<file path="src/rtl/conv_pe_ctrl_if.sv">
// rtl/conv_pe_ctrl_if.sv - PE sequencer bus: weight memory, pixel source, PE control and output beats
// master = controller side, slave = buffers/PE side.
interface conv_pe_ctrl_if #(
  parameter int WIDTH = 9
);
  logic                   w_rd_en;
  logic [3:0]             w_rd_addr;
  logic [WIDTH-1:0]       w_rd_data;
  logic                   pe_weight_we;
  logic [3:0]             pe_weight_idx;
  logic [WIDTH-1:0]       pe_weight;
  logic                   src_valid;
  logic [WIDTH-1:0]       src_data;
  logic                   src_ready;
  logic                   pe_sr_shift;
  logic [WIDTH-1:0]       pe_data;
  logic                   pe_cu_en;
  logic [2*WIDTH-1:0]     pe_result;
  logic                   out_valid;
  logic [2*WIDTH-1:0]     out_data;

  modport master (
    output w_rd_en, w_rd_addr, pe_weight_we, pe_weight_idx, pe_weight,
           src_ready, pe_sr_shift, pe_data, pe_cu_en, out_valid, out_data,
    input  w_rd_data, src_valid, src_data, pe_result
  );

  modport slave (
    input  w_rd_en, w_rd_addr, pe_weight_we, pe_weight_idx, pe_weight,
           src_ready, pe_sr_shift, pe_data, pe_cu_en, out_valid, out_data,
    output w_rd_data, src_valid, src_data, pe_result
  );
endinterface

</file>
<file path="src/rtl/conv_pe_ctrl.sv">
// rtl/conv_pe_ctrl.sv - frame sequencer for one 3x3 convolution PE
// Loads kernel weights, streams pixels into the PE, gates the conv unit and tags results.
module conv_pe_ctrl #(
  parameter int WIDTH     = 9,
  parameter int TAPS      = 9,
  parameter int FRAME_LEN = 96,
  parameter int CU_LAT    = 2
) (
  input  logic           i_clk,
  input  logic           i_rst_n,
  input  logic           i_start,
  output logic           o_busy,
  output logic           o_done,
  conv_pe_ctrl_if.master bus
);
  localparam int CW  = $clog2(FRAME_LEN + 1);
  localparam int WCW = $clog2(TAPS + 1);
  localparam logic [CW-1:0]  BEAT_TAPS = CW'(TAPS);
  localparam logic [CW-1:0]  BEAT_LAST = CW'(FRAME_LEN);
  localparam logic [WCW-1:0] W_LAST    = WCW'(TAPS);

  typedef enum logic [2:0] {
    S_IDLE, S_LOAD_W, S_FILL, S_RUN, S_DRAIN, S_DONE
  } state_t;

  state_t               r_state, w_next;
  logic [WCW-1:0]       r_wcnt;
  logic [CW-1:0]        r_beat;
  logic [CW-1:0]        w_beat_inc;
  logic                 r_cu_en;
  logic                 r_out_valid;
  logic [2*WIDTH-1:0]   r_out_data;
  logic [WIDTH-1:0]     r_pe_data;
  logic                 w_src_ready;
  logic                 w_accept;
  logic                 w_load;
  logic                 w_rd_go;
  logic                 w_wr_go;
  logic                 w_tap;
  logic                 w_pipe_busy;

  assign w_accept   = bus.src_valid & w_src_ready;
  assign w_beat_inc = r_beat + CW'(1);

  always_comb begin
    w_next      = r_state;
    w_src_ready = 1'b0;
    o_busy      = 1'b1;
    o_done      = 1'b0;
    unique case (r_state)
      S_IDLE: begin
        o_busy = 1'b0;
        if (i_start) w_next = S_LOAD_W;
      end
      S_LOAD_W: begin
        if (r_wcnt == W_LAST) w_next = S_FILL;
      end
      S_FILL: begin
        w_src_ready = 1'b1;
        if (w_accept && (w_beat_inc == BEAT_TAPS))
          w_next = (FRAME_LEN == TAPS) ? S_DRAIN : S_RUN;
      end
      S_RUN: begin
        w_src_ready = 1'b1;
        if (w_accept && (w_beat_inc == BEAT_LAST)) w_next = S_DRAIN;
      end
      S_DRAIN: begin
        // Last out_valid may be issuing this cycle; nothing left behind it.
        if (!r_cu_en && !w_pipe_busy) w_next = S_DONE;
      end
      S_DONE: begin
        o_done = 1'b1;
        w_next = S_IDLE;
      end
      default: w_next = S_IDLE;
    endcase
  end

  // Read address k is issued in load cycle k; its data lands one cycle later.
  assign w_load  = (r_state == S_LOAD_W);
  assign w_rd_go = w_load && (r_wcnt != W_LAST);
  assign w_wr_go = w_load && (r_wcnt != '0);

  assign bus.w_rd_en       = w_rd_go;
  assign bus.w_rd_addr     = w_rd_go ? 4'(r_wcnt) : 4'd0;
  assign bus.pe_weight_we  = w_wr_go;
  assign bus.pe_weight_idx = w_wr_go ? 4'(r_wcnt - WCW'(1)) : 4'd0;
  assign bus.pe_weight     = w_wr_go ? bus.w_rd_data : '0;
  assign bus.src_ready     = w_src_ready;
  assign bus.pe_sr_shift   = w_accept;
  assign bus.pe_data       = w_accept ? bus.src_data : r_pe_data;
  assign bus.pe_cu_en      = r_cu_en;
  assign bus.out_valid     = r_out_valid;
  assign bus.out_data      = r_out_data;

  always_ff @(posedge i_clk or negedge i_rst_n) begin
    if (!i_rst_n) begin
      r_state     <= S_IDLE;
      r_wcnt      <= '0;
      r_beat      <= '0;
      r_cu_en     <= 1'b0;
      r_out_valid <= 1'b0;
      r_out_data  <= '0;
      r_pe_data   <= '0;
    end else begin
      r_state     <= w_next;
      r_wcnt      <= w_load ? r_wcnt + WCW'(1) : '0;
      r_cu_en     <= w_accept && (w_beat_inc >= BEAT_TAPS);
      r_out_valid <= w_tap;
      if (w_tap) r_out_data <= bus.pe_result;
      if (r_state == S_IDLE) begin
        r_beat <= '0;
      end else if (w_accept) begin
        r_beat    <= w_beat_inc;
        r_pe_data <= bus.src_data;
      end
    end
  end

  // w_tap is pe_cu_en delayed CU_LAT-1 cycles; out_valid adds the final register stage.
  generate
    if (CU_LAT == 1) begin : g_nopipe
      assign w_tap       = r_cu_en;
      assign w_pipe_busy = 1'b0;
    end else begin : g_pipe
      logic [CU_LAT-2:0] r_vpipe;
      always_ff @(posedge i_clk or negedge i_rst_n) begin
        if (!i_rst_n) begin
          r_vpipe <= '0;
        end else begin
          r_vpipe[0] <= r_cu_en;
          for (int i = 1; i < CU_LAT - 1; i++) r_vpipe[i] <= r_vpipe[i-1];
        end
      end
      assign w_tap       = r_vpipe[CU_LAT-2];
      assign w_pipe_busy = |r_vpipe;
    end
  endgenerate
endmodule

</file>
<file path="src/flat_wrapper.sv">
// flat-port wrapper written by rule: the top's interface ports become plain ports
module conv_pe_ctrl_flat 
#(
  parameter int WIDTH     = 9,
  parameter int TAPS      = 9,
  parameter int FRAME_LEN = 96,
  parameter int CU_LAT    = 2
)
  (i_clk, i_rst_n, i_start, o_busy, o_done, bus_w_rd_en, bus_w_rd_addr, bus_pe_weight_we, bus_pe_weight_idx, bus_pe_weight, bus_src_ready, bus_pe_sr_shift, bus_pe_data, bus_pe_cu_en, bus_out_valid, bus_out_data, bus_w_rd_data, bus_src_valid, bus_src_data, bus_pe_result);
  conv_pe_ctrl_if #(.WIDTH(WIDTH)) bus_i ();
  input  logic i_clk;
  input  logic i_rst_n;
  input  logic i_start;
  output logic o_busy;
  output logic o_done;
  output wire logic [$bits(bus_i.w_rd_en)-1:0] bus_w_rd_en;
  output wire logic [$bits(bus_i.w_rd_addr)-1:0] bus_w_rd_addr;
  output wire logic [$bits(bus_i.pe_weight_we)-1:0] bus_pe_weight_we;
  output wire logic [$bits(bus_i.pe_weight_idx)-1:0] bus_pe_weight_idx;
  output wire logic [$bits(bus_i.pe_weight)-1:0] bus_pe_weight;
  output wire logic [$bits(bus_i.src_ready)-1:0] bus_src_ready;
  output wire logic [$bits(bus_i.pe_sr_shift)-1:0] bus_pe_sr_shift;
  output wire logic [$bits(bus_i.pe_data)-1:0] bus_pe_data;
  output wire logic [$bits(bus_i.pe_cu_en)-1:0] bus_pe_cu_en;
  output wire logic [$bits(bus_i.out_valid)-1:0] bus_out_valid;
  output wire logic [$bits(bus_i.out_data)-1:0] bus_out_data;
  input wire logic [$bits(bus_i.w_rd_data)-1:0] bus_w_rd_data;
  input wire logic [$bits(bus_i.src_valid)-1:0] bus_src_valid;
  input wire logic [$bits(bus_i.src_data)-1:0] bus_src_data;
  input wire logic [$bits(bus_i.pe_result)-1:0] bus_pe_result;
  assign bus_w_rd_en = bus_i.w_rd_en;
  assign bus_w_rd_addr = bus_i.w_rd_addr;
  assign bus_pe_weight_we = bus_i.pe_weight_we;
  assign bus_pe_weight_idx = bus_i.pe_weight_idx;
  assign bus_pe_weight = bus_i.pe_weight;
  assign bus_src_ready = bus_i.src_ready;
  assign bus_pe_sr_shift = bus_i.pe_sr_shift;
  assign bus_pe_data = bus_i.pe_data;
  assign bus_pe_cu_en = bus_i.pe_cu_en;
  assign bus_out_valid = bus_i.out_valid;
  assign bus_out_data = bus_i.out_data;
  assign bus_i.w_rd_data = bus_w_rd_data;
  assign bus_i.src_valid = bus_src_valid;
  assign bus_i.src_data = bus_src_data;
  assign bus_i.pe_result = bus_pe_result;
  conv_pe_ctrl #(.WIDTH(WIDTH), .TAPS(TAPS), .FRAME_LEN(FRAME_LEN), .CU_LAT(CU_LAT)) u_core (.i_clk(i_clk), .i_rst_n(i_rst_n), .i_start(i_start), .o_busy(o_busy), .o_done(o_done), .bus(bus_i));
endmodule
</file>
<file path="config.mk">
export PLATFORM = sky130hd
export DESIGN_NAME = conv_pe_ctrl_flat
export DESIGN_NICKNAME = d
export VERILOG_FILES = /design/src/rtl/conv_pe_ctrl_if.sv /design/src/rtl/conv_pe_ctrl.sv /design/src/flat_wrapper.sv
export SDC_FILE = /design/constraint.sdc
export NUM_CORES = 1
export LEC_CHECK = 0
export CAP_MARGIN = 10
export CORE_MARGIN = 10
export CORE_UTILIZATION = 43
export CTS_CLUSTER_DIAMETER = 100
export DETAILED_ROUTE_END_ITERATION = 16
export PLACE_DENSITY = 0.81
export SLEW_MARGIN = 25
export SYNTH_ARGS = -nofsm -noshare
export SYNTH_HDL_FRONTEND = slang
export SYNTH_SLANG_ARGS = --single-unit
</file>
<file path="constraint.sdc">
create_clock -name i_clk -period 2.6 [get_ports i_clk]
set_clock_uncertainty 0.2 [all_clocks]
set_input_delay 0.39 -clock i_clk [delete_from_list [all_inputs] [get_ports i_clk]]
set_output_delay 0.39 -clock i_clk [all_outputs]
set_load 0.01 [all_outputs]
</file>
==> results_dict.tcl <==
set metrics [dict create \
    status "finished clean" \
    fin_crit_ns 2.50 \
    ir_worst_vdd_uv 383 \
    final_common_cell "clkdlybuf4s50_1" \
    slowest_stage "clkdlybuf4s50_1" \
    reg2reg_depth 6 \
    postRouteAntennaNets 0 \
    insertion_delay_ns 0.29 \
    timing.fmax_ghz 0.400 \
    slew_viol_final 0 \
    power_frac_clock_pct 19.2 \
    syn_to_final_growth_pct 53.5 \
    yosysSeqAreaShare_pct 50.3 \
    rows 25 \
    initial_core_util_pct 45.5 \
    hpwlAfterDp_um 4430 \
    pwr-share-seq_pct 43.5 \
    reg2reg_from "u_core.r_beat[0]$_DFFE_PN0P_" \
    max-slew-margin-rel_pct 75.5 \
    syn_nets 264 \
    critical_path_required_ns 2.01 \
    final_nets 363 \
    vias 1848 \
    die_h_um 91.4 \
    netlist_area_sq_mm 0.00219 \
    overflow 0 \
    yosysTopAreaCellShare_pct 50.3 \
    cts_tree "done" \
    critPathMaxStageDelay_ns 0.55 \
    routed_wl_um 5700 \
    grt_max_degree 31 \
    vias_per_cell 4.80 \
    diodes 0 \
    worstMarginPinSlew_ns 0.368 \
    setup_ws_ns 0.0982 \
    crit_path_cell_trace "nor2b_2, nor2b_4, o21ai_2, buf_4, nor2_1, clkdlybuf4s50_1" \
    stdcell_count 385 \
    ctsHtreeMaxLevel 2 \
    hold_viol 0 \
    arrival_ns 1.91 \
    startpoint "u_core.r_state[1]$_DFFE_PN0P_" \
    path_clk_slew_ns 0.08 \
    dieArea_sq_mm 0.00835 \
    fp.dieW_um 91.4 \
    port_buffers 91 \
    layout_common_cells "clkdlybuf4s50_1, nand2_1, dfrtp_1" \
    drt-initial-drc-count 48 \
    grt_pass1_wl_um 9380 \
    synth.largest_area_cell "dfrtp_1" \
    dp.cells 373 \
    cap_violations 0 \
    r2r_setup_slack_ns 0.55 \
    clock-sinks 44 \
    cts_root_buffer "clkbuf_8" \
    synth_area_per_cell_sq_um 10.0 \
    hold_depth 0 \
    gp_congestion 0.823 \
    drc 0 \
    critical_path_class "flip-flop to output port" \
    min_from "u_core.bus.pe_cu_en$_DFF_PN0_" \
    pre_cts_slack_ns 0.101 \
    grt.total_usage_pct 13.5 \
    drive_above_1_share_pct 11.6 \
    numCtsBuffers 5 \
    power_density_mw_per_mm2 682 \
    hold_class "flip-flop to flip-flop" \
    cp-start-kind "flip-flop" \
    power.internal_uw 1590 \
    yosys_register_bits 44 \
    synth_cell_types 39 \
    p_leak_uw 0.00170 \
    cp-end-kind "output port" \
    post-route-period-util_pct 96.2 \
    antenna_found_initial 0 \
    tns_ns 0 \
    synthTopCellsByArea "dfrtp_1, mux2_1, nand2_1" \
    cp_max_fo 3 \
    p_sw_share_pct 30.6 \
    top_level_ports 92 \
    p_sw_uw 701 \
    synth_cells 218 \
    core-area_sq_mm 0.00482 \
    finalSetupViolations 0 \
    ys.warnings.count 0 \
    p_comb_share_pct 37.3 \
    firstDrtPassIters 4 \
    cts_buffer_depth 2 \
    grt_pass1_vias 1923 \
    wl_per_cell_um 14.8 \
]
## critical path: cells and delay by family (launching register included)
family	cells	cell delay (ns)
buffers and inverters	2	0.70
AOI/OAI and AO/OA	1	0.10
DFF	1	0.39
and+or+nand+nor	3	0.44
## state kept, by name, summed over array words and instances, names as in the netlist
register and count:
u_core.bus.pe_cu_en 1, u_core.r_state 3, u_core.r_beat 7, u_core.r_wcnt 4, u_core.g_pipe.r_vpipe 1, u_core.r_pe_data 9, u_core.bus.out_data 18, u_core.bus.out_valid 1
## per-stage QoR
stage	instance area (sq um)	total power [uW]	util (%)	hold WS (ns)
6_report	3360	2290	69.8	0.223
2_1_floorplan	2190	1390	-	-0.106
3_3_place_gp	3170	1860	65.8	0.106
5_1_grt	3360	2450	69.8	0.243
4_1_cts	3310	2330	68.7	0.232
3_5_place_dp	3170	1890	65.8	0.103
## Yosys cell counts
cell type / number
clkbuf_1: 5
inv_2: 4
o2111a_1: 1
nor4_4: 1
o21ai_1: 9
mux2_1: 19
dfrtp_1: 44
nand3_1: 5
a41oi_1: 1
o22ai_1: 1
xnor2_1: 3
o31ai_1: 1
and2b_2: 1
buf_6: 3
o211ai_1: 1
o21a_1: 1
o21ai_0: 2
xor2_2: 1
and2_1: 13
and3_4: 1
and3_1: 2
buf_2: 2
a31oi_1: 1
inv_1: 5
xor2_1: 3
a21oi_1: 3
nand2_2: 1
a211oi_1: 1
nand2_1: 47
nand4b_1: 1
nand2b_1: 1
nor2b_1: 3
ha_1: 6
or3_1: 1
nand4_1: 1
nor2_1: 17
a22o_1: 2
xnor2_2: 1
nor3_1: 3
## metal layers
layer | vias up | routed length (um) | track usage [%]
met2 | 53 | 3010 | 24.7
li1 | 913 | - | -
met4 | 0 | 59 | 4.31
met1 | 877 | 2300 | 14.4
met3 | 5 | 330 | 4.36
met5 | - | 0 | 0
## path summary, 6_finish.rpt
| path | to |
|---|---|
| min in group asynchronous | u_core.r_beat[6]$_DFFE_PN0P_ |
| max reg2reg | u_core.r_state[0]$_DFFE_PN0P_ |
| min | u_core.g_pipe.r_vpipe$_DFF_PN0_ |
| max in group asynchronous | u_core.r_wcnt[0]$_DFF_PN0_ |
| max | bus_w_rd_addr[0] |
| min reg2reg | u_core.g_pipe.r_vpipe$_DFF_PN0_ |
## area by class of cell
class | instances | area [sq um]
fill | 387 | 1460
multi-input combinational | 155 | 1020
timing repair buffer | 101 | 1020
timing repair inverter | 1 | 7.51
sequential | 44 | 1100
clock buffer | 6 | 82.6
clock inverter | 2 | 15.0
tap | 67 | 83.8
inverter | 9 | 36.3
## power by group through the flow
stage          registers, uW  logic (uW)  clock network [uW]
2_1_floorplan           1050         338                   0
3_5_place_dp            1010         877                   0
6_report                 997         854                 441
4_1_cts                  999         876                 458
5_1_grt                 1030         934                 484
3_3_place_gp             999         858                   0
## cells by family after synthesis
logic type / count (synthesis) / share of synthesized area (%)
and+or+nand+nor: 98 / 21.4
DFF: 44 / 50.3
AOI/OAI and AO/OA: 24 / 6.86
buffers and inverters: 19 / 4.40
muxes: 19 / 9.77
xor gates and xnor gates: 8 / 3.89
adders and majority gates: 6 / 3.43
## what timing repair did
item	4_1_cts	5_1_grt
setup buffers	1	1
resized for setup	14	18
gates cloned	1	0
pin swaps	1	1
hold endpoints to repair	14	0
endpoints found under the setup margin	19	14
hold buffers	1	0
Power figures use the tool's default switching activity.
